**config.mk**
```make
export PLATFORM = sky130hd
export DESIGN_NAME = wshb_arbiter
export DESIGN_NICKNAME = d
export VERILOG_FILES = /design/src/rtl/wshb_arbiter.sv
export SDC_FILE = /design/constraint.sdc
export NUM_CORES = 1
export LEC_CHECK = 0
export ABC_AREA = 1
export CAP_MARGIN = 20
export CELL_PAD_IN_SITES_DETAIL_PLACEMENT = 0
export CELL_PAD_IN_SITES_GLOBAL_PLACEMENT = 1
export CORE_ASPECT_RATIO = 0.5
export CORE_MARGIN = 10
export CORE_UTILIZATION = 16
export CTS_CLUSTER_SIZE = 25
export DETAILED_ROUTE_END_ITERATION = 10
export PLACE_DENSITY = 0.83
export SLEW_MARGIN = 40
export SYNTH_ARGS = -nofsm -noshare
export SYNTH_HDL_FRONTEND = slang
export SYNTH_SLANG_ARGS = --single-unit
```
**constraint.sdc**
```tcl
create_clock -name clk -period 2.1 [get_ports clk]
set_input_delay 0.63 -clock clk [delete_from_list [all_inputs] [get_ports clk]]
set_output_delay 0.63 -clock clk [all_outputs]
set_load 0.05 [all_outputs]
```
**src/rtl/wshb_arbiter.sv**
```systemverilog
// wshb_arbiter: two-master classic Wishbone arbiter with fair alternation and a hold-time limit for one SDRAM slave
module wshb_arbiter #(
  parameter int ADR_W    = 32,
  parameter int MAX_HOLD = 64
) (
  input  logic             clk,
  input  logic             rst,
  input  logic             m0_cyc,
  input  logic             m0_stb,
  input  logic             m0_we,
  input  logic [ADR_W-1:0] m0_adr,
  input  logic [31:0]      m0_dat_ms,
  input  logic [3:0]       m0_sel,
  input  logic [2:0]       m0_cti,
  input  logic [1:0]       m0_bte,
  output logic             m0_ack,
  output logic [31:0]      m0_dat_sm,
  output logic             m0_gnt,
  input  logic             m1_cyc,
  input  logic             m1_stb,
  input  logic             m1_we,
  input  logic [ADR_W-1:0] m1_adr,
  input  logic [31:0]      m1_dat_ms,
  input  logic [3:0]       m1_sel,
  input  logic [2:0]       m1_cti,
  input  logic [1:0]       m1_bte,
  output logic             m1_ack,
  output logic [31:0]      m1_dat_sm,
  output logic             m1_gnt,
  output logic             s_cyc,
  output logic             s_stb,
  output logic             s_we,
  output logic [ADR_W-1:0] s_adr,
  output logic [31:0]      s_dat_ms,
  output logic [3:0]       s_sel,
  output logic [2:0]       s_cti,
  output logic [1:0]       s_bte,
  input  logic             s_ack,
  input  logic [31:0]      s_dat_sm,
  output logic [15:0]      preempt_cnt
);
  localparam int HW = $clog2(MAX_HOLD);
  localparam logic [HW-1:0] HOLD_MAX = HW'(MAX_HOLD - 1);
  typedef enum logic [1:0] {IDLE, OWN0, OWN1} state_t;
  state_t state, state_nx, oth;
  logic last, last_nx, preempt, own1, own_cyc, own_stb, oth_cyc;
  logic [HW-1:0] hold_cnt;
  assign own1    = state == OWN1;
  assign oth     = own1 ? OWN0 : OWN1;
  assign own_cyc = own1 ? m1_cyc : m0_cyc;
  assign own_stb = own1 ? m1_stb : m0_stb;
  assign oth_cyc = own1 ? m0_cyc : m1_cyc;
  // last names the most recent owner, so a tie from IDLE goes to the other master
  always_comb begin
    state_nx = state;
    last_nx  = last;
    preempt  = 1'b0;
    if (state == IDLE)
      state_nx = (m0_cyc && (!m1_cyc || last)) ? OWN0 : m1_cyc ? OWN1 : IDLE;
    else if (!own_cyc) begin
      state_nx = oth_cyc ? oth : IDLE;
      last_nx  = own1;
    end else if (hold_cnt == HOLD_MAX && oth_cyc && (!own_stb || s_ack)) begin
      state_nx = oth;
      last_nx  = own1;
      preempt  = 1'b1;
    end
  end
  always_ff @(posedge clk) begin
    if (rst) begin
      state       <= IDLE;
      last        <= 1'b1;
      hold_cnt    <= '0;
      preempt_cnt <= '0;
    end else begin
      state    <= state_nx;
      last     <= last_nx;
      hold_cnt <= (state_nx != state) ? '0 :
                  (state != IDLE && oth_cyc && hold_cnt != HOLD_MAX) ? hold_cnt + HW'(1) : hold_cnt;
      if (preempt && ~&preempt_cnt) preempt_cnt <= preempt_cnt + 16'd1;
    end
  end
  assign m0_gnt    = state == OWN0;
  assign m1_gnt    = own1;
  assign s_cyc     = (m0_gnt & m0_cyc) | (m1_gnt & m1_cyc);
  assign s_stb     = (m0_gnt & m0_stb) | (m1_gnt & m1_stb);
  assign s_we      = (m0_gnt & m0_we) | (m1_gnt & m1_we);
  assign s_adr     = m0_gnt ? m0_adr : m1_gnt ? m1_adr : '0;
  assign s_dat_ms  = m0_gnt ? m0_dat_ms : m1_gnt ? m1_dat_ms : '0;
  assign s_sel     = m0_gnt ? m0_sel : m1_gnt ? m1_sel : '0;
  assign s_cti     = m0_gnt ? m0_cti : m1_gnt ? m1_cti : '0;
  assign s_bte     = m0_gnt ? m0_bte : m1_gnt ? m1_bte : '0;
  // acks without a live strobe are not forwarded
  assign m0_ack    = s_ack & m0_gnt & m0_stb;
  assign m1_ack    = s_ack & m1_gnt & m1_stb;
  assign m0_dat_sm = s_dat_sm;
  assign m1_dat_sm = s_dat_sm;
endmodule

```
=== After elaboration in Yosys (flattened, before gate mapping) ===
Index checks and enable logic that the tools add are counted.
Widths: inputs -> output; s select.

* Word-level logic and storage cells: 67
* Output and inout bits: 160
* Flip-flop bits (word level): 25
* Input bits: 187

* Equal/unequal tests: 6
* Multiplexer cells: 25
* Bitwise logic cells: 14
* Add/subtract/negate cells: 2
* Reduce and logical (&&, ||, !) cells: 16

{| class="wikitable"
|+ Operators with widths
! operator !! count
|-
| $mux 32 || 4
|-
| $mux 2 || 9
|-
| $add 16x1->16 const B || 1
|-
| $reduce_and 16->1 || 1
|-
| $and 1x1->1 || 10
|-
| $mux 1 || 8
|-
| $mux 4 || 2
|-
| $add 6x1->6 const B || 1
|-
| $eq 6x6->1 const B || 1
|-
| $logic_and 1x1->1 || 6
|-
| $mux 3 || 2
|-
| $ne 6x6->1 const B || 1
|-
| $logic_not 1->1 || 3
|-
| $or 1x1->1 || 3
|-
| $eq 2x1->1 const B || 1
|-
| $eq 2x2->1 const B || 1
|-
| $logic_not 2->1 || 1
|-
| $logic_or 1x1->1 || 2
|-
| $ne 2x1->1 const B || 1
|-
| $ne 2x2->1 || 1
|-
| $reduce_and 2->1 || 1
|-
| $reduce_bool 2->1 || 1
|-
| $reduce_or 2->1 || 1
|-
| $not 1->1 || 1
|}

=== Logic depth before layout (Yosys ltp) ===
* Word-level depth: 10
* Gate-level depth with buffers: 14
* Gate-level depth less buffers: 14

=== Worst setup path before layout ===
No wires, ideal clock.

* Kind: register to output
* Start point: register state[0]
* End point: output s_cyc
* Setup slack: -0.596 ns
* Data required time: 1.470 ns
* Cell stages (with the launch flop): 6
* Data arrival time: 2.066 ns
* Buffers on the path: 1
* Cell sequence: dfxtp_1 > inv_2 > nor2_1 > clkbuf_1 > inv_1 > o21ai_0

* Word-level cells in the longest chain between the ends: 3
* Elaborated cells between the ends (all ways): 5
* Classes of those cells: eq/ne (2); bitwise (3)

{| class="wikitable"
|+ RTL lines
! what !! line !! source
|-
| from (decl) || 45 || <nowiki>state_t state, state_nx, oth;</nowiki>
|-
| from (signal assigned) || 76 || <nowiki>state <= state_nx;</nowiki>
|-
| $eq 2x1->1 or $eq 2x2->1 (tied branches) || 83, 48 ||
|-
| $and 1x1->1 || 85 || <nowiki>assign s_cyc = (m0_gnt & m0_cyc) | (m1_gnt & m1_cyc);</nowiki>
|-
| $or 1x1->1 (*) || 85 ||
|-
| to (decl) || 30 || <nowiki>output logic s_cyc,</nowiki>
|}

Mark *: on every way between the ends. The rest lies on a longest branch, timed or not.

=== Worst setup path after layout ===
* Start point: register state[0]
* End point: output s_adr[9]

* Word-level cells in the longest chain between the ends: 3
* Elaborated cells between the ends (all ways): 4
* Classes of those cells: eq/ne (2); mux (2)

{| class="wikitable"
|+ RTL lines
! what !! line !! source
|-
| $eq 2x2->1 || 48 || <nowiki>assign own1 = state == OWN1;</nowiki>
|-
| $mux 32 || 88 || <nowiki>assign s_adr = m0_gnt ? m0_adr : m1_gnt ? m1_adr : '0;</nowiki>
|-
| $mux 32 (*) || 88 ||
|-
| to (decl) || 33 || <nowiki>output logic [ADR_W-1:0] s_adr,</nowiki>
|}

Marked as above.

==> results.md <==
- Crit path launch type: register
- Routed wire per std cell: 20.1 um
- First-pass GRT wire length: 23000 um
- Max FO, Critical Path: 6
- Width of the die: 205 um
- Setup TNS: -192 ps
- WP data arrival: 1490 ps
- Initial Util: 16.5%
- Post-synth EDFFs: 0
- Max stage delay on crit path: 360 ps
- CP max-delay cell: dfxtp_4
- Synth-to-layout area growth: 148%
- Filler cells: 1577
- Pwr Density: 565 nW/um^2
- Syn_nets: 569
- Number of vias per cell: 4.28
- CP cell instances: inv_6 > nor2_4 > buf_4 > clkbuf_16 > a22o_4 > buf_12
- Clk slew on worst S/H paths: 60 ps
- Post-synth top flop: dfxtp_1
- Largest area contributor in the netlist: a22o_1
- Final setup viols: 23
- Setup Skew: 5.03 ps
- Most common cell in the netlist: a22o_1
- CP Class: reg2out
- Antenna violations before repair: 0
- Final #Nets: 775
- TritonCTS buffer count: 3
- Tot Pwr: 0.00382 W
- F_max: 471 MHz
- Max Cap Violations: 0
- Buf+Inv Stages, Crit Path: 4
- Worst hold path type: reg2reg
- Final min period: 2120 ps
- CTS tree: yes
- Period utilisation layout: 101%
- XOR/XNOR Fraction of Synth Area: 4.18%
- # DRC: 0
- Clk Latency, worst-skew pair: 260 ps
- I/O pin cnt: 347
- VDD IR max: 0.000235 V
- Cell family with most CP delay: buffers and inverters
- Post-detail-place hpwl: 12500 um
- Worst-Margin Slew: 394 ps
- Die area: 23000 um^2
- Status: complete, but fails checks
- Clock sink count: 25
- Mapped Cells: 380
- CTS Hold Buffers Added: 0
- Crit. End Element: primary output
- Main combinational cell family by area after synthesis: compound AO/OA/AOI/OAI gates
- DR vias: 3477
- Flops & latches, synth: 25
- Synth Area in Adders: 0.918%
- Final Max Slew Viols: 0
- Drt first pass iters: 4
- Failing checks: setup timing
- Register area share after synthesis: 18.4%
- Antenna-violating nets left: 0
- DIE HEIGHT: 112 um
- Vias in the first global route: 3731
- Congestion Overflow GR: 0
- GRT Overall Usage: 12.5%
- Routed Wire Length: 16300 um
- Max H-tree Level: 1
- Final WS setup: -21.6 ps
- Synth top area cells: a22o_1 24%, dfxtp_1 18%, buf_4 18%, nand2_1 7.4%, inv_1 4.1%
- Hold_ws: 472 ps
- Number of warnings issued by yosys: 0
- CTS Root Cell: clkbuf_16
- Clock buffer depth: 2
- FFs w/ async S/R, synth: 0%
- Antenna Diode Count: 0
- Complex-gate fraction of the synthesized area: 29.1%
- Core ar.: 16600 um^2
- DRT iter0 DRCs: 141
- Unrepaired setup endpoints after global routing: yes
- Worst EP required: 1470 ps
- Syn avg cell area: 7.17 um^2
- Leak: 2.95 nW
- RD Place Congestion: 0.801
- Post-synth top cells: 74 x a22o_1, 65 x buf_4, 54 x nand2_1
- Cell Rows: 33
- Hold Vio Cnt, Final: 0
- Post-synthesis simple-gate area fraction: 21.2%
- PortBufs: 250
- Synthesized area: 2730 um^2
- Synth unique cells: 34
- Multiplexer area fraction after synthesis: 0.413%
- Largest net degree at the start of global routing: 37
- Relative slew slack: 73.6%
- Share of cells above drive strength 1: 40.7%
- Top cell type's share of synthesized area: 23.8%
==> power breakdown <==
part	leakage [nW]	switching [W]	internal (W)	total [W]
clock network	0.0382	0.000164	0.000259	0.000424
registers	0.203	0.0000113	0.000485	0.000496
logic	2.71	0.00140	0.00150	0.00290
==> through the flow <==
stage               worst slack, ps  util, %  instances  cell area (um^2)
finish                        -21.6     40.8        812              6760
global route                  -58.3     40.8        812              6760
CTS                           -25.5     38.6        804              6390
detailed placement             -160     36.1        791              5970
global placement               -166     36.1        791              5970
floorplan                      -244        -        380              2810
==> cells by family (layout without fill, tap and decap cells) <==
logic type / count (synthesis) / after routing
flip-flops: 25 / 25
adder cells (fa/ha/maj): 2 / 2
multiplexers: 1 / 1
buffers and inverters: 118 / 323
AND/OR/NAND/NOR: 120 / 120
AO/OA/AOI/OAI: 101 / 101
XOR/XNOR: 13 / 13
==> cell type report <==
type                    count  area (um^2)  area share (%)
well taps                 227          284            4.20
flip-flops and latches     25          508            7.51
repair buffers            285         3750            55.5
multi-input cells         237         2000            29.6
clock buffers               4         78.8            1.17
inverters                  34          138            2.04
==> state kept, by name (all words and copies together), names as in the netlist <==
register,count
preempt_cnt,16
hold_cnt,6
state,2
last,1
==> routing by layer <==
| metal | global-route usage, % | vias to the layer above | share of wire (%) |
|---|---|---|---|
| met2 | 24.6 | 158 | 54 |
| met3 | 5.02 | 11 | 10 |
| met4 | 1.67 | 0 | 0.61 |
| li1 | - | 1664 | - |
| met5 | 0 | - | 0 |
| met1 | 12.2 | 1644 | 35 |
==> worst register-to-register path: stages, from the launching register on <==
cell and delay, ps:
dfxtp_4 360, inv_6 70, nand2_4 50, inv_4 120, buf_4 210, nand2_2 90, nand2_2 80, nand2_2 70
nor2_4 140, nand3_4 110, inv_4 100, buf_4 150, nand2_1 60, a21oi_1 120
==> cell usage in the layout, fill, tap and decap left out, types with 7 or more instances in the layout <==
cell type        count
inv_1               26
dfxtp_1             23
nand2_1             54
buf_4               37
a21oi_1             13
nor2_1              22
a22o_2              23
clkdlybuf4s50_1    123
buf_12              84
a22o_4              45
xor2_1               7
clkbuf_16            7
dlymetal6s2s_1      20
nand3_1             12
dlygate4sd2_1       11
nand4_1              7
==> timing repair <==
item / 4_1_cts / 5_1_grt
pin swaps: 28 / 25
resized for setup: 52 / 52
setup buffers: 7 / 2
endpoints found under the setup margin: 78 / 94
endpoints found under the hold margin: 0 / 0
gates cloned: 2 / 6
==> worst paths after layout <==
kind         cells after the start         endpoint      from  slack [ps]
min                              2             last      last         470
max reg2reg                     13  preempt_cnt[14]  state[0]         320
min reg2reg                      2             last      last         470
max                              6         s_adr[9]  state[0]         -20
No activity file was read; power rests on OpenSTA's default activity.
